$ cat config.mk
export PLATFORM = sky130hd
export DESIGN_NAME = adaptive_binarization
export DESIGN_NICKNAME = d
export VERILOG_FILES = /design/src/rtl/adaptive_binarization.sv
export SDC_FILE = /design/constraint.sdc
export NUM_CORES = 1
export LEC_CHECK = 0
export CORE_MARGIN = 2
export CORE_UTILIZATION = 54
export DETAILED_ROUTE_END_ITERATION = 12
export GPL_TIMING_DRIVEN = 1
export MAX_ROUTING_LAYER = met4
export PLACE_DENSITY = 0.73
export SETUP_SLACK_MARGIN = 0.5
export SYNTH_ARGS = -nofsm -noshare
export SYNTH_HDL_FRONTEND = slang
export SYNTH_SLANG_ARGS = --single-unit
$ cat constraint.sdc
create_clock -name clk -period 3 [get_ports clk]
set_clock_uncertainty 0.1 [all_clocks]
set_input_delay 0.75 -clock clk [delete_from_list [all_inputs] [get_ports clk]]
set_output_delay 0.75 -clock clk [all_outputs]
set_load 0.005 [all_outputs]
$ cat src/rtl/adaptive_binarization.sv
// Luma binarizer: fixed, frame-mean adaptive or window threshold, 1-cycle latency.
// Frame mean is produced by a bit-serial restoring divider that runs during vertical blanking.
module adaptive_binarization #(
  parameter int DW          = 8,
  parameter int CNT_W       = 20,
  parameter int DEFAULT_THR = 64
) (
  input  logic          clk,
  input  logic          rst,
  input  logic [1:0]    cfg_mode,
  input  logic          cfg_invert,
  input  logic [DW-1:0] cfg_thr,
  input  logic [DW-1:0] cfg_thr_hi,
  input  logic [DW:0]   cfg_offset,
  input  logic          pre_vsync,
  input  logic          pre_hsync,
  input  logic          pre_de,
  input  logic [DW-1:0] luminance,
  output logic          post_vsync,
  output logic          post_hsync,
  output logic          post_de,
  output logic          monoc,
  output logic [DW-1:0] thr_active,
  output logic          stat_valid
);
  localparam int SW = DW + CNT_W;
  localparam int BW = $clog2(SW + 1);

  typedef enum logic [1:0] {IDLE, DIV, DONE} state_t;

  state_t         r_state, w_next;
  logic [1:0]     r_mode;
  logic           r_invert;
  logic [DW-1:0]  r_hi;
  logic [DW-1:0]  r_mean;
  logic           r_mean_vld;
  logic [SW-1:0]  r_sum;
  logic [CNT_W-1:0] r_cnt;
  logic [SW-1:0]  r_quo;
  logic [CNT_W-1:0] r_rem;
  logic [CNT_W-1:0] r_dvs;
  logic [BW-1:0]  r_bit;

  logic           w_vs_rise, w_vs_fall, w_start, w_hit, w_ge;
  logic [DW+1:0]  w_adp_sum;
  logic [DW-1:0]  w_thr_adp;
  logic [CNT_W:0] w_rem_sh, w_diff;

  // post_vsync doubles as the previous-cycle vsync for edge detection
  assign w_vs_rise = pre_vsync & ~post_vsync;
  assign w_vs_fall = ~pre_vsync & post_vsync;
  assign w_start   = w_vs_rise && (r_cnt != '0);

  assign w_adp_sum = $signed({2'b00, r_mean}) + $signed({cfg_offset[DW], cfg_offset});

  always_comb begin
    w_thr_adp = w_adp_sum[DW-1:0];
    if (!r_mean_vld)       w_thr_adp = DW'(DEFAULT_THR);
    else if (w_adp_sum[DW+1]) w_thr_adp = '0;
    else if (w_adp_sum[DW])   w_thr_adp = '1;
  end

  // in window mode thr_active holds the shadowed low bound
  always_comb begin
    case (r_mode)
      2'd2:    w_hit = (luminance >= thr_active) && (luminance <= r_hi);
      default: w_hit = luminance > thr_active;
    endcase
  end

  always_ff @(posedge clk) begin
    if (rst) begin
      post_vsync <= 1'b0;
      post_hsync <= 1'b0;
      post_de    <= 1'b0;
      monoc      <= 1'b0;
      r_mode     <= '0;
      r_invert   <= 1'b0;
      r_hi       <= '0;
      thr_active <= DW'(DEFAULT_THR);
    end else begin
      post_vsync <= pre_vsync;
      post_hsync <= pre_hsync;
      post_de    <= pre_de;
      monoc      <= pre_de & (w_hit ^ r_invert);
      if (w_vs_fall) begin
        r_mode     <= cfg_mode;
        r_invert   <= cfg_invert;
        r_hi       <= cfg_thr_hi;
        thr_active <= (cfg_mode == 2'd1) ? w_thr_adp : cfg_thr;
      end
    end
  end

  always_ff @(posedge clk) begin
    if (rst || w_vs_rise) begin
      r_sum <= '0;
      r_cnt <= '0;
    end else if (pre_de && (r_cnt != '1)) begin
      r_sum <= r_sum + {{CNT_W{1'b0}}, luminance};
      r_cnt <= r_cnt + 1'b1;
    end
  end

  // remainder stays below the divisor, so the top bit of the difference is the borrow
  assign w_rem_sh = {r_rem, r_quo[SW-1]};
  assign w_diff   = w_rem_sh - {1'b0, r_dvs};
  assign w_ge     = ~w_diff[CNT_W];

  always_ff @(posedge clk) begin
    if (rst) begin
      r_quo      <= '0;
      r_rem      <= '0;
      r_dvs      <= '0;
      r_bit      <= '0;
      r_mean     <= DW'(DEFAULT_THR);
      r_mean_vld <= 1'b0;
    end else begin
      if (w_start) begin
        r_quo <= r_sum;
        r_rem <= '0;
        r_dvs <= r_cnt;
        r_bit <= '0;
      end else if (r_state == DIV) begin
        r_quo <= {r_quo[SW-2:0], w_ge};
        r_rem <= w_ge ? w_diff[CNT_W-1:0] : w_rem_sh[CNT_W-1:0];
        r_bit <= r_bit + 1'b1;
      end
      if (r_state == DONE) begin
        r_mean     <= (|r_quo[SW-1:DW]) ? '1 : r_quo[DW-1:0];
        r_mean_vld <= 1'b1;
      end
    end
  end

  always_ff @(posedge clk) begin
    if (rst) r_state <= IDLE;
    else     r_state <= w_next;
  end

  always_comb begin
    w_next = r_state;
    if (w_vs_rise) begin
      w_next = w_start ? DIV : IDLE;
    end else begin
      case (r_state)
        DIV:     if (r_bit == BW'(SW - 1)) w_next = DONE;
        DONE:    w_next = IDLE;
        default: w_next = IDLE;
      endcase
    end
  end

  always_comb begin
    stat_valid = (r_state == DONE);
  end
endmodule

# --- Word level (Yosys, flattened, before mapping) ---
# Cells that the tools add are included.
classes:
  n_eq_ne: 7
  n_addsub: 5
  magnitude_cmp: 3
  reduce_logical: 8
  n_mux: 13
  n_bitwise: 7
op_table:
  columns: ["cell", "n"]
  rows:
  - ["$mux W28", 2]
  - ["$mux W8", 5]
  - ["$add A28 B8 Y28", 1]
  - ["$sub A21 B20 Y21", 1]
  - ["$add A20 B1 Y20 const B", 1]
  - ["$mux W20", 1]
  - ["$ne A20 B20 Y1 const B", 1]
  - ["$reduce_bool A20 Y1", 1]
  - ["$reduce_or A20 Y1", 1]
  - ["$add A9 B9 Y10", 1]
  - ["$ge A8 B8 Y1", 1]
  - ["$gt A8 B8 Y1", 1]
  - ["$le A8 B8 Y1", 1]
  - ["$mux W2", 3]
  - ["$add A5 B1 Y5 const B", 1]
  - ["$eq A5 B5 Y1 const B", 1]
  - ["$eq A2 B1 Y1 const B", 2]
  - ["$eq A2 B2 Y1 const B", 2]
  - ["$and A1 B1 Y1", 3]
  - ["$logic_and A1 B1 Y1", 3]
  - ["$ne A3 B2 Y1 const B", 1]
  - ["$not A1 Y1", 3]
  - ["$mux W1", 2]
  - ["$reduce_bool A2 Y1", 1]
  - ["3 further kinds", 3]
word_totals:
  word_cells: 60
  regBits: 155
  in_bits: 41

# --- Longest topological paths before layout ---
# Gate-level depths: netlist of the first run.
depth:
  word_depth: 5
  depth_mapped: 12
  depth_no_buf: 10

# --- Worst setup path before layout of the first run ---
# No wires, ideal clock.
synth_timing:
  kind: "register -> register"
  from: "register r_quo[27]"
  to: "register r_rem[1]"
  setup_time_ps: 62
  path_stages_with_launch: 12
  required_ps: 2838
  arrival_time_ps: 2689
  path_slack_ps: 148
  cell_sequence: "dfxtp_1 -> inv_1 -> ha_1 -> fa_1 -> nor2b_1 -> o31a_1 -> o21ai_1 -> a311o_1 -> or3_1 -> buf_2 -> or4_1 -> nand3_1"
synth_via:
  elab_chain_len: 2
synth_lines:
  columns: ["item", "line_no", "text"]
  rows:
  - ["start: declaration", "39", "logic [SW-1:0] r_quo;"]
  - ["start signal: assignment", "120", "r_quo <= r_sum;"]
  - ["start signal: assignment", "125", "r_quo <= {r_quo[SW-2:0], w_ge};"]
  - ["$sub A21 B20 Y21", "107", "assign w_diff = w_rem_sh - {1'b0, r_dvs};"]
  - ["$mux W20", "126", "r_rem <= w_ge ? w_diff[CNT_W-1:0] : w_rem_sh[CNT_W-1:0];"]
  - ["end signal: assignment", "126", null]
  - ["end: declaration", "40", "logic [CNT_W-1:0] r_rem;"]
# No other way between the ends.
# A chain may end at the register's enable or synchronous reset.

# --- Worst setup path in the final report of the first run ---
layout_timing:
  from: "register r_rem[12]"
  to: "register r_rem[1]"
layout_via:
  elab_chain_len: 2
layout_lines:
  columns: ["item", "line_no"]
  rows:
  - ["$sub A21 B20 Y21", "107"]
  - ["$mux W20", "126"]
# No other way between the ends.

==> results.md, run 1 <==
- The run finished with clean final reports.
- The final layout contains routed wiring with a total length of 23500 microns.
- Based on the critical path, the design can be clocked at up to 0.360 GHz.
- The width of the die is 131 microns.
- The delay of the slowest cell on the worst path is 0.44 ns.
- After global routing the overflow that remains totals 0.
- The worst-case IR drop observed on VDD is 0.423 mV.
- Setup violations remaining at the end of the flow were counted as 0.
- The number of synthesized flops with an enable pin is 0.
- The sort of element at the end of the critical path is a flop.
- Setup repair after global routing could not meet its margin everywhere.
- The slowest stage of the critical path is the sky130_fd_sc_hd__dfxtp_1 cell.
- The first global-routing pass estimated 37400 microns of wire.
- The mux cell area share after synthesis is 1.38%.
- The gate count after technology mapping is 1107.
- After detailed routing, the number of vias per cell comes to 5.81.
- The weighted congestion at the end of routability-driven global placement is 0.952.
- With fillers left out, the area of the finished cells amounts to 11000 sq um.
- Once the floorplan was initialized, standard cells occupied 55.0% of the core.
- Row generation in the floorplan step produced 46 rows.
- The max-capacitance violation count is 0.
- Once layout is complete, the utilization of the core stands at 69.6%.
- The nature of the critical path startpoint is a flop.
- The clock tree synthesis step divided the H-tree into 4 levels.
- At the pin with the least slew margin, the transition time is 0.899 ns.
- Walking the worst path, the cells encountered are ha_4, a211oi_4, o211ai_2, and3_1, a311o_1, or3_4, or4_1, nand3_1.
- Clock-pin slew was measured on the worst setup and hold paths at 0.07 ns.
- The largest family of logic cells by synthesized area is simple AND/OR/NAND/NOR gates.
- The DRC violation count after routing is 0.
- The chip height is 131 microns.
- Counting every sink on the clock net gives 155.
- Counting flops with an async set or reset pin after synthesis yields a share of 0%.
- The mean area per synthesized cell is 7.84 sq um.
- Summed over all cells, the static leakage comes to 0.00417 uW.
- The area of the placeable core is 15800 sq um.
- Of the cells placed in the final design, the portion with a size suffix greater than 1 is 15.7%.
- The total routing usage reported by global routing is 28.1%.
- The violation count after the first detailed-route iteration is 615.
- The area growth from synthesis to layout is 26.6%.
- The root buffer cell is sky130_fd_sc_hd__clkbuf_16.
- The number of pins exceeding their max-slew limit in the final report came to 0.
- The arithmetic-cell share of the synthesized area counting full adders, half adders and majority gates is 8.62%.
- The filler cell count in the final layout is 1282.
- Summing the sequential cell areas from Yosys gives 35.8% of the chip area.
- The power density over the cells is 527 nW/um^2.
- The count of nets left with antenna violations after detail routing is 0.
- The average wire per cell in the routed design is 16.5 microns.
- The most used flip-flop cell after synthesis is sky130_fd_sc_hd__dfxtp_1.
- The xor and xnor area share after synthesis is 5.96%.
- In the final layout, the multi-input gates occupy 5630 sq um.
- The CTS buffer count is 17.
- The initial antenna violation count came to 0.
- The boundary pin count is 54.
- The area of the die is 17100 sq um.
- Yosys printed 0 warnings.
- Counting every net in the synthesized netlist gives 1206.
- The path category of the worst min-delay check is flop to flop.
- The first-pass iteration count of the detailed router is 5.
- The netlist uses 57 different library cells.
- The detailed-placement wirelength estimate is 16100 microns.
- Summing all placed instances gives a cell area of 9880 sq um.
- The worst path uses 92.6% of the clock period.
- The later pin in the worst-skew pair is clocked with a latency of 0.43 ns.
- The count of buffers from port buffering is 53.
- Entering global routing, the biggest net connects 49 pins.
- The hold buffer count at cts is 0.
- In this run the deepest clock path goes through 2 buffers.
- The cell family contributing the most delay on the critical path is simple AND/OR/NAND/NOR gates.
- The hold violation total from the final report is 0.
- The number of global-route vias before repair is 7773.
- The critical path arrival is 3.04 ns.
- The setup path with the least slack is of type flop to flop.
- The routed via count is 8258.
- Along the worst path, the maximum fanout reaches 4.
- In this run, synthesis produced a sequential element count of 155.
- The area fraction in and, or, nand and nor cells after synthesis is 23.6%.
- The final-stage net count is 1293.
- The post-synthesis cell area is 8680 sq um.
- The synthesized netlist devotes 19.6% of its cell area to compound gates.
- The worst path buffer plus inverter count is 0.
- The worst path required time is 3.26 ns.
- The worst pin sits at a relative slew slack of 40.0%.
- The TritonCTS clock tree is done.
- In the final layout, flip-flops and latches occupy 3110 sq um.
- The summed negative setup slack over all endpoints is 0 ns.
- 0 antenna diodes ended up in the layout.
- The routed design could run at a clock period as short as 2.78 ns.
-- per-stage QoR --
stage | worst slack, ns | instances | hold WS [ns] | power (uW)
after floorplan | 0.267 | 1107 | 0.331 | 3180
after global routing | 0.138 | 1422 | 0.377 | 6040
after detailed placement | -0.144 | 1376 | 0.349 | 3580
final | 0.221 | 1422 | 0.354 | 5790
after global placement | -0.107 | 1376 | 0.343 | 3560
after CTS | 0.348 | 1415 | 0.360 | 5660
-- metal layers --
layer | vias to the layer above | track usage (%) | part of all wire [%]
li1 | 4083 | - | -
met5 | - | - | 0
met1 | 3932 | 37.8 | 47
met2 | 204 | 43.7 | 47
met3 | 39 | 4.76 | 3.7
met4 | 0 | 8.51 | 1.7
-- placed cells by master (no fill, tap or decap), types with 5 or more instances in the layout --
master | synthesis | final
sky130_fd_sc_hd__inv_1 | 56 | 54
sky130_fd_sc_hd__nand4_1 | 19 | 19
sky130_fd_sc_hd__dfxtp_2 | 0 | 6
sky130_fd_sc_hd__o211ai_1 | 11 | 11
sky130_fd_sc_hd__nor4_1 | 11 | 9
sky130_fd_sc_hd__o21a_1 | 10 | 10
sky130_fd_sc_hd__or3_1 | 14 | 11
sky130_fd_sc_hd__a21o_1 | 13 | 12
sky130_fd_sc_hd__a21oi_1 | 87 | 81
sky130_fd_sc_hd__a311oi_1 | 28 | 27
sky130_fd_sc_hd__a211oi_1 | 21 | 14
sky130_fd_sc_hd__o21ai_0 | 38 | 35
sky130_fd_sc_hd__nor2b_1 | 12 | 10
sky130_fd_sc_hd__nor3_1 | 33 | 32
sky130_fd_sc_hd__a211o_1 | 5 | 5
sky130_fd_sc_hd__nand2b_1 | 13 | 12
sky130_fd_sc_hd__nand3_1 | 32 | 31
sky130_fd_sc_hd__xnor2_1 | 39 | 38
sky130_fd_sc_hd__buf_4 | 2 | 61
sky130_fd_sc_hd__buf_12 | 0 | 5
sky130_fd_sc_hd__clkbuf_16 | 0 | 19
sky130_fd_sc_hd__and3_1 | 8 | 8
sky130_fd_sc_hd__dlymetal6s2s_1 | 0 | 7
sky130_fd_sc_hd__a221oi_2 | 0 | 7
sky130_fd_sc_hd__xor2_1 | 20 | 20
sky130_fd_sc_hd__buf_6 | 0 | 6
sky130_fd_sc_hd__dfxtp_1 | 155 | 149
sky130_fd_sc_hd__ha_1 | 55 | 37
sky130_fd_sc_hd__o21bai_1 | 6 | 6
sky130_fd_sc_hd__nor2_1 | 127 | 125
sky130_fd_sc_hd__clkdlybuf4s50_1 | 0 | 40
sky130_fd_sc_hd__nand2_1 | 161 | 159
sky130_fd_sc_hd__a211oi_2 | 0 | 6
sky130_fd_sc_hd__ha_2 | 0 | 6
sky130_fd_sc_hd__ha_4 | 0 | 12
sky130_fd_sc_hd__mux2i_1 | 12 | 11
-- final cells by class --
type	count	area share [%]
Tap cell	216	2.46
Clock inverter	11	0.809
Multi-Input combinational cell	837	51.2
Timing Repair Buffer	127	11.0
Clock buffer	20	4.25
Sequential cell	155	28.3
Inverter	56	1.91
-- repair_timing --
| item | CTS | global route |
|---|---|---|
| resized for setup | 38 | 49 |
| gates cloned | 0 | 3 |
| setup buffers | 8 | 4 |
| pin swaps | 24 | 24 |
| setup endpoints to repair | 51 | 50 |
-- cells in the mapped netlist (4+ instances only) --
master,count,area share (%)
sky130_fd_sc_hd__a211o_1,5,0.50
sky130_fd_sc_hd__a211oi_1,21,1.8
sky130_fd_sc_hd__a21o_1,13,1.1
sky130_fd_sc_hd__a21oi_1,87,5.0
sky130_fd_sc_hd__a221oi_1,7,0.71
sky130_fd_sc_hd__a22oi_1,4,0.35
sky130_fd_sc_hd__a311oi_1,28,2.8
sky130_fd_sc_hd__a31oi_1,5,0.36
sky130_fd_sc_hd__and3_1,8,0.58
sky130_fd_sc_hd__and4_1,4,0.40
sky130_fd_sc_hd__buf_1,4,0.17
sky130_fd_sc_hd__buf_2,4,0.23
sky130_fd_sc_hd__clkbuf_1,48,2.1
sky130_fd_sc_hd__dfxtp_1,155,36
sky130_fd_sc_hd__ha_1,55,7.9
sky130_fd_sc_hd__inv_1,56,2.4
sky130_fd_sc_hd__mux2i_1,12,1.4
sky130_fd_sc_hd__nand2_1,161,7.0
sky130_fd_sc_hd__nand2b_1,13,0.94
sky130_fd_sc_hd__nand3_1,32,1.8
sky130_fd_sc_hd__nand4_1,19,1.4
sky130_fd_sc_hd__nor2_1,127,5.5
sky130_fd_sc_hd__nor2b_1,12,0.87
sky130_fd_sc_hd__nor3_1,33,1.9
sky130_fd_sc_hd__nor4_1,11,0.79
sky130_fd_sc_hd__o211ai_1,11,0.95
sky130_fd_sc_hd__o21a_1,10,0.87
sky130_fd_sc_hd__o21ai_0,38,2.2
sky130_fd_sc_hd__o21bai_1,6,0.52
sky130_fd_sc_hd__or3_1,14,1.0
sky130_fd_sc_hd__or4_1,5,0.43
sky130_fd_sc_hd__xnor2_1,39,3.9
sky130_fd_sc_hd__xor2_1,20,2.0
-- where the power goes --
| part | switching [uW] | internal, uW |
|---|---|---|
| Clock | 892 | 1130 |
| Combinational | 834 | 745 |
| Sequential | 60.6 | 2130 |
-- tightest hold or removal path, delay by kind of cell (launching register included) --
kind | cells | cell delay (ns)
and+or+nand+nor | 1 | 0.05
DFF | 1 | 0.31
AOI/OAI and AO/OA | 1 | 0.05
-- kinds of logic after synthesis --
family,count (synthesis)
AO/OA/AOI/OAI,257
buffers and inverters,115
AND/OR/NAND/NOR,451
multiplexers,12
flip-flops,155
adder cells (fa/ha/maj),58
XOR/XNOR,59
-- sequential cells by signal, indices dropped and copies added, names as in the netlist, 2 cells and up --
register    flops
r_rem          20
thr_active      8
r_mode          2
r_state         2
r_sum          28
r_hi            8
r_mean          8
r_bit           5
r_quo          28
r_cnt          20
r_dvs          20
-- worst paths after layout --
kind	start	end	slack [ns]	cells past startpoint
worst max-delay path	r_rem[12]	r_rem[1]	0.22	8
worst min-delay path	r_hi[5]	r_hi[5]	0.35	2
worst max register to register	r_rem[12]	r_rem[1]	0.22	8
worst min register to register	r_hi[5]	r_hi[5]	0.35	2
No activity file was read; power rests on OpenSTA's default activity.
==> inputs of run 2 (changes only) <==
CORE_MARGIN = unset   (was 2)
CORE_UTILIZATION = 30   (was 54)
PLACE_DENSITY = 0.45   (was 0.73)
==> results.md, run 2 (synthesis results as in run 1) <==
- The pin count of the biggest net entering global routing is 77 (+57%).
- The sort of element at the end of the critical path is a flop.
- The internal cell power is 4280 uW (+6.9%).
- The filler cell count in the final layout is 2933 (+130%).
- Setup repair after global routing could not meet its margin everywhere.
- The deepest level of the CTS H-tree is 4 (unchanged).
- The chip height is 172 microns (+32%).
- The max-capacitance violation count is 0 (unchanged).
- The count of nets left with antenna violations after detail routing came to 0 (unchanged).
- The count of buffers from port buffering came to 53 (unchanged).
- The starting density of the core is 30.9% (-24 points).
- The worst path required time was 3.22 ns (-0.04 ns).
- The multi-input logic area is 5590 sq um (-0.62%).
- The slew at the pin closest to its max-slew limit came to 0.635 ns (-0.265 ns).
- The shortest clock period the worst path allows after layout was 2.77 ns (-0.0134 ns).
- The power density over the cells came to 553 nW/um^2 (+4.8%).
- The initial antenna violation count is 0 (unchanged).
- The maximum clock path buffer count is 2 (unchanged).
- The setup slack of the worst register-to-register path is 0.23 ns (about the same).
- The wire length of the first global-routing pass is 40800 microns (+9.2%).
- The area of the die is 29600 sq um (+73%).
- The number of rows created at floorplan was 61 (+33%).
- The worst-path maximum fanout was 5 (+1).
- The power spent charging and discharging nets came to 1940 uW (+8.3%).
- The detailed-placement wirelength estimate is 17800 microns (+11%).
- The path category of the worst min-delay check is flop to flop.
- In the layout the commonest cells are sky130_fd_sc_hd__nand2_1 (158), sky130_fd_sc_hd__dfxtp_1 (153), sky130_fd_sc_hd__nor2_1 (121).
- The critical path arrival is 2.99 ns (-0.05 ns).
- The violation count after the first detailed-route iteration is 342 (-44%).
- The number of antenna cells inserted was 0 (unchanged).
- The type of the setup path with the least slack is flop to flop.
- The maximum clock rate is 0.362 GHz (+0.49%).
- The count of cells along the worst register-to-register path was 13 (+5).
- The TritonCTS clock tree is done.
- The post-layout utilization of the core is 40.0% (-30 points).
- The boundary pin count came to 54 (unchanged).
- The share of power burned in registers was 35.1% (-2.7 points).
- The maximum ir drop on the vdd rail is 0.404 mV (-4.3%).
- The proportion of power drawn by the clock network is 35.4% (+0.5 points).
- The root buffer cell is sky130_fd_sc_hd__clkbuf_16.
- The share of post-route cells with drive strength above 1 was 15.7% (+0.031 points).
- The global-route congestion overflow total is 0 (unchanged).
- The summed negative setup slack over all endpoints is 0 ns (unchanged).
- The area of the placeable core was 28100 sq um (+78%).
- The clock insertion delay at the later pin of the skew report is 0.43 ns (about the same).
- The CTS buffer count is 17 (unchanged).
- The worst-case headroom to the max-slew limit was 57.4% (+17 points).
- The average wire per cell in the routed design is 15.9 microns (-3.8%).
- The power after layout is 6220 uW (+7.4%).
- The final setup violation count came to 0 (unchanged).
- The worst setup path startpoint is r_quo[27].
- The hold buffer count at cts was 0 (unchanged).
- The part of the power in combinational logic is 29.5% (+2.2 points).
- The final-stage net count is 1297 (+0.31%).
- The fraction of the cycle the final worst path needs is 92.2% (-0.45 points).
- The total routing usage reported by global routing came to 18.2% (-10 points).
- The clock-pin slew on the worst setup and hold paths was 0.07 ns (about the same).
- The worst register-to-register path ends at r_rem[7].
- The leakage power is 0.00416 uW (-0.22%).
- The run finished with clean final reports.
- The number of global-route vias before repair was 7571 (-2.6%).
- The wire length reported by the detailed router is 25300 microns (+7.4%).
- The switching part of the total power is 31.1% (+0.28 points).
- The weighted congestion at the end of routability-driven global placement came to 0.812 (-15%).
- The leading cell type in the layout, fill and taps excluded is sky130_fd_sc_hd__nand2_1.
- The sequential cell area in the final layout came to 3110 sq um (about the same).
- The worst setup path is launched from a flop.
- The critical path capture point is r_rem[7].
- The width of the die is 172 microns (+32%).
- In the final layout, the registers with the most flip-flops are r_quo (28), r_sum (28).
- The DRC violation count after routing is 0 (unchanged).
- The number of pins exceeding their max-slew limit in the final report is 0 (unchanged).
- Compared with the post-synthesis result, the final layout area differs by 29.6%.
- The worst register-to-register path begins at r_quo[27].
- The number of sinks driven by the clock tree is 155 (unchanged).
- The hold violation total from the final report is 0 (unchanged).
- The routed via count is 7869 (-4.7%).
- The first-pass iteration count of the detailed router is 5 (unchanged).
- The mean number of vias per cell is 4.96 (-15%).
-- run 2: cell types whose count changed in the layout (fill, tap and decap cells not counted), sizes merged, moves of 3 or more --
cell | before | now
dlygate4sd2 | 3 | 6
clkbuf | 23 | 20
inv | 59 | 62
buf | 73 | 77
dlymetal6s2s | 7 | 2
-- run 2: worst min path at each step --
stage,startpoint,slack [ns],depth (start not counted),endpoint
after floorplan,r_mode[0],0.33,2,r_mode[0]
after global placement,r_mode[0],0.34,2,r_mode[0]
after detailed placement,r_hi[1],0.35,2,r_hi[1]
after CTS,r_hi[1],0.36,2,r_hi[1]
after global routing,r_hi[3],0.37,2,r_hi[3]
final,r_hi[6],0.35,2,r_hi[6]
-- run 2: routing by layer --
layer	vias to the layer above	GRT usage, %	share of wire (%)
li1	4087	-	-
met1	3688	24.6	51
met2	81	28.3	46
met3	13	2.66	2.1
met4	0	4.42	0.69
met5	-	-	0
-- run 2: critical path, stage by stage (launching register included) --
cell and delay, ns:
sky130_fd_sc_hd__dfxtp_4 0.37, sky130_fd_sc_hd__inv_4 0.04, sky130_fd_sc_hd__ha_4 0.16, sky130_fd_sc_hd__fa_2 0.35, sky130_fd_sc_hd__nor2b_2 0.14, sky130_fd_sc_hd__o31a_1 0.21, sky130_fd_sc_hd__o21ai_2 0.10, sky130_fd_sc_hd__a311o_1 0.30
sky130_fd_sc_hd__buf_6 0.13, sky130_fd_sc_hd__nor3_4 0.16, sky130_fd_sc_hd__buf_6 0.15, sky130_fd_sc_hd__buf_12 0.13, sky130_fd_sc_hd__mux2i_4 0.22, sky130_fd_sc_hd__a21oi_1 0.08
-- run 2: timing repair --
item                                    4_1_cts  5_1_grt
endpoints found under the hold margin         0        0
resized for setup                            46       37
buffers inserted                              9        3
gates cloned                                  3        1
pin swaps                                    23       21
endpoints found under the setup margin       53       57
-- run 2: layout make-up --
cell class                 instances  area share, %
timing repair buffer             131           11.4
clock buffer                      17           3.78
multi-input combinational        837           49.7
sequential                       155           27.6
inverter                          56           1.89
tap                              378           4.21
clock inverter                    14           1.40
-- run 2: power groups by stage --
stage / Combinational [uW] / Clock [uW] / Sequential [uW]
after global placement: 1440 / 0 / 2230
after CTS: 1710 / 2260 / 2180
final: 1830 / 2200 / 2180
after floorplan: 967 / 0 / 2210
after global routing: 1980 / 2360 / 2190
after detailed placement: 1430 / 0 / 2230
-- run 2: metrics by stage --
step / setup slack [ns] / std cells / hold WS, ns / cell area [sq um]
after floorplan: 0.267 / 1107 / 0.331 / 8820
after global placement: -0.183 / 1541 / 0.345 / 10100
after detailed placement: -0.188 / 1541 / 0.349 / 10100
after CTS: 0.157 / 1584 / 0.358 / 11100
after global routing: 0.110 / 1588 / 0.374 / 11200
final: 0.234 / 1588 / 0.353 / 11200
==> inputs of run 3 (changes only) <==
CORE_MARGIN = 2   (was unset)
==> results.md, run 3 (synthesis results as in run 1) <==
- TritonCTS built the clock tree.
- The worst-path maximum fanout was 7 (+2).
- The number of antenna cells inserted is 0 (unchanged).
- The slack of the critical path is 0.207 ns (-0.0274 ns).
- The DRC violation count after routing is 0 (unchanged).
- The launch instance of the worst min-delay path is r_mode[0].
- The nature of the critical path startpoint is a flop.
- The power after layout is 6160 uW (-0.84%).
- The power density over the cells is 545 nW/um^2 (-1.3%).
- The fraction of the cycle the final worst path needs is 93.1% (+0.91 points).
- The internal cell power is 4330 uW (+1.1%).
- The final setup violation count came to 0 (unchanged).
- The mean number of vias per cell is 4.98 (+0.59%).
- The detailed-placement wirelength estimate is 18100 microns (+1.5%).
- The clock insertion delay at the later pin of the skew report is 0.43 ns (about the same).
- The worst-case headroom to the max-slew limit came to 52.8% (-4.6 points).
- The slowest cell on the critical path is sky130_fd_sc_hd__dfxtp_4.
- The leading cell type in the layout, fill and taps excluded is sky130_fd_sc_hd__nand2_1.
- The critical path is of the flop to flop type.
- met2 is the most crowded layer.
- The deepest level of the CTS H-tree is 4 (unchanged).
- The slew at the pin closest to its max-slew limit came to 0.707 ns (+0.0727 ns).
- The clock-pin slew on the worst setup and hold paths was 0.07 ns (about the same).
- The count of nets left with antenna violations after detail routing came to 0 (unchanged).
- The violation count after the first detailed-route iteration is 503 (+47%).
- The wire length reported by the detailed router is 25100 microns (-0.66%).
- The maximum ir drop on the vdd rail is 0.389 mV (-3.9%).
- The sequential cell area in the final layout is 3120 sq um (+0.24%).
- In this design, the critical path's most frequently occurring cell is sky130_fd_sc_hd__buf_6.
- The max-capacitance violation count came to 0 (unchanged).
- The relative area change from synthesis to final layout is 30.2%.
- The met2 usage in global routing is 26.6% (-1.7 points).
- The global routing met3 resource utilization was 2.41% (-0.25 points).
- The endpoint identified for the worst register-to-register timing path is r_rem[7].
- The number of instances in the placed design is 1555 (+0.91%).
- The setup slack of the worst register-to-register path is 0.21 ns (-0.03 ns).
- The maximum clock path buffer count is 2 (unchanged).
- The final-stage net count is 1305 (+0.62%).
- The leakage power is 0.00422 uW (+1.4%).
- The global-route congestion overflow total was 0 (unchanged).
- STA classifies the critical path endpoint as a flop.
- The part of the power in combinational logic is 27.6% (-1.9 points).
- The routed via count is 7985 (+1.5%).
- The filler cell count in the final layout is 2972 (+1.3%).
- The share of power burned in registers came to 35.4% (+0.3 points).
- The worst setup slack before clock tree synthesis is -0.167 ns (+0.0211 ns).
- The post-layout utilization of the core is 39.5% (-0.57 points).
- The multi-input logic area is 5560 sq um (-0.54%).
- The first-pass iteration count of the detailed router was 7 (+2).
- The final hold slack is 0.353 ns (+0.0000460 ns).
- The number of global-route vias before repair was 7739 (+2.2%).
- The top cell types in the final layout, fill and taps aside, are sky130_fd_sc_hd__nand2_1 (155), sky130_fd_sc_hd__dfxtp_1 (147), sky130_fd_sc_hd__nor2_1 (123).
- The critical path arrival is 2.98 ns (about the same).
- The area of the die is 30300 sq um (+2.3%).
- The worst register-to-register path begins at r_quo[27].
- The hold violation total from the final report came to 0 (unchanged).
- The power spent charging and discharging nets is 1840 uW (-5.1%).
- The total routing usage reported by global routing is 17.1% (-1.0 points).
- The wire length of the first global-routing pass was 40800 microns (-0.15%).
- CTS placed an instance of sky130_fd_sc_hd__clkbuf_16 at the clock tree root.
- The area of the placeable core is 28600 sq um (+1.9%).
- The initial antenna violation count is 0 (unchanged).
- The run finished with clean final reports.
- Traced cell by cell, the critical path runs through inv_4, ha_4, fa_2, nor2b_2, o31a_1, o21ai_2, a311o_1, buf_6, nor3_4, buf_6, buf_12, mux2i_2, a21oi_1.
- The CTS buffer count was 17 (unchanged).
- The number of pins exceeding their max-slew limit in the final report is 0 (unchanged).
- The chip height came to 174 microns (+1.2%).
- The count of non-filler cells in the finished layout was 1602 (+0.88%).
- The path category of the worst min-delay check is flop to flop.
- The switching part of the total power came to 29.8% (-1.3 points).
- The delay of the slowest cell on the worst path came to 0.39 ns (+0.02 ns).
- Setup repair after global routing could not meet its margin everywhere.
- The shortest clock period the worst path allows after layout is 2.79 ns (+0.0274 ns).
- The number of sinks driven by the clock tree is 155 (unchanged).
- The count of buffers from port buffering came to 53 (unchanged).
- The worst path required time came to 3.19 ns (-0.03 ns).
- The worst hold path terminates at r_mode[0].
- The weighted congestion at the end of routability-driven global placement is 0.792 (-2.4%).
- The number of rows created at floorplan was 62 (+1.6%).
- The number of cells on the worst hold path is 2 (unchanged).
- The met1 track utilization from global routing is 23.5% (-1.1 points).
- The proportion of power drawn by the clock network is 37.0% (+1.6 points).
- The boundary pin count came to 54 (unchanged).
- The width of the die is 174 microns (+1.2%).
- The starting density of the core is 30.3% (-0.58 points).
- The largest registers in the layout are r_quo (28), r_sum (28).
- The count of cells along the worst register-to-register path was 13 (unchanged).
- The maximum clock rate came to 0.358 GHz (-0.98%).
- The share of post-route cells with drive strength above 1 is 17.0% (+1.3 points).
- The average wire per cell in the routed design is 15.7 microns (-1.5%).
- The pin count of the biggest net entering global routing is 77 (unchanged).
## run 3: changes by cell type in the layout (fill, tap and decap cells not counted), sizes merged, moves of 2 or more
| cell | previous run | this run |
|---|---|---|
| inv | 62 | 58 |
| buf | 77 | 86 |
| dlymetal6s2s | 2 | 6 |
| clkbuf | 20 | 22 |
| clkdlybuf4s50 | 41 | 39 |
## run 3: per-stage QoR
stage               setup TNS [ns]  cell area [sq um]
floorplan                        0               8820
global placement             -3.21              10200
detailed placement           -3.47              10200
CTS                              0              11000
global route                     0              11300
finish                           0              11300
## run 3: worst max path at each step
stage	startpoint	end	slack (ns)	depth (start not counted)
floorplan	r_quo[27]	r_rem[0]	0.27	11
global placement	luminance[5]	r_sum[13]	-0.15	8
detailed placement	cfg_offset[1]	thr_active[3]	-0.17	9
CTS	r_quo[27]	r_rem[4]	0.17	13
global route	r_quo[27]	r_rem[7]	0.09	13
finish	r_quo[27]	r_rem[7]	0.21	13
## run 3: timing repair
action	4_1_cts	5_1_grt
pin swaps	25	28
gates resized for setup	36	57
endpoints found under the setup margin	74	55
gates cloned	1	1
buffers inserted	8	6
hold buffers	0	0
## run 3: critical path, delay by kind of cell (launching register included)
family | cells | cell delay [ns]
flops | 1 | 0.39
buf+inv | 4 | 0.45
compound gates | 4 | 0.69
fa+ha+maj | 2 | 0.52
simple gates | 2 | 0.29
mux | 1 | 0.21
## run 3: power by group through the flow
stage / clock (uW) / sequential [uW] / combinational (uW)
floorplan: 0 / 2210 / 967
global placement: 0 / 2230 / 1460
detailed placement: 0 / 2230 / 1450
CTS: 2340 / 2180 / 1630
global route: 2430 / 2190 / 1860
finish: 2280 / 2180 / 1700
## run 3: cell type report
class | count | share of cell area, %
Clock inverter | 12 | 1.46
Timing Repair Buffer | 139 | 11.6
Tap cell | 384 | 4.25
Clock buffer | 19 | 4.01
Multi-Input combinational cell | 837 | 49.2
Inverter | 56 | 1.88
Sequential cell | 155 | 27.6
## run 3: routing by layer
layer | up-vias | routed length, microns
li1 | 4094 | -
met1 | 3796 | 12800
met2 | 84 | 11500
met4 | 0 | 184
met3 | 11 | 658
met5 | - | 0
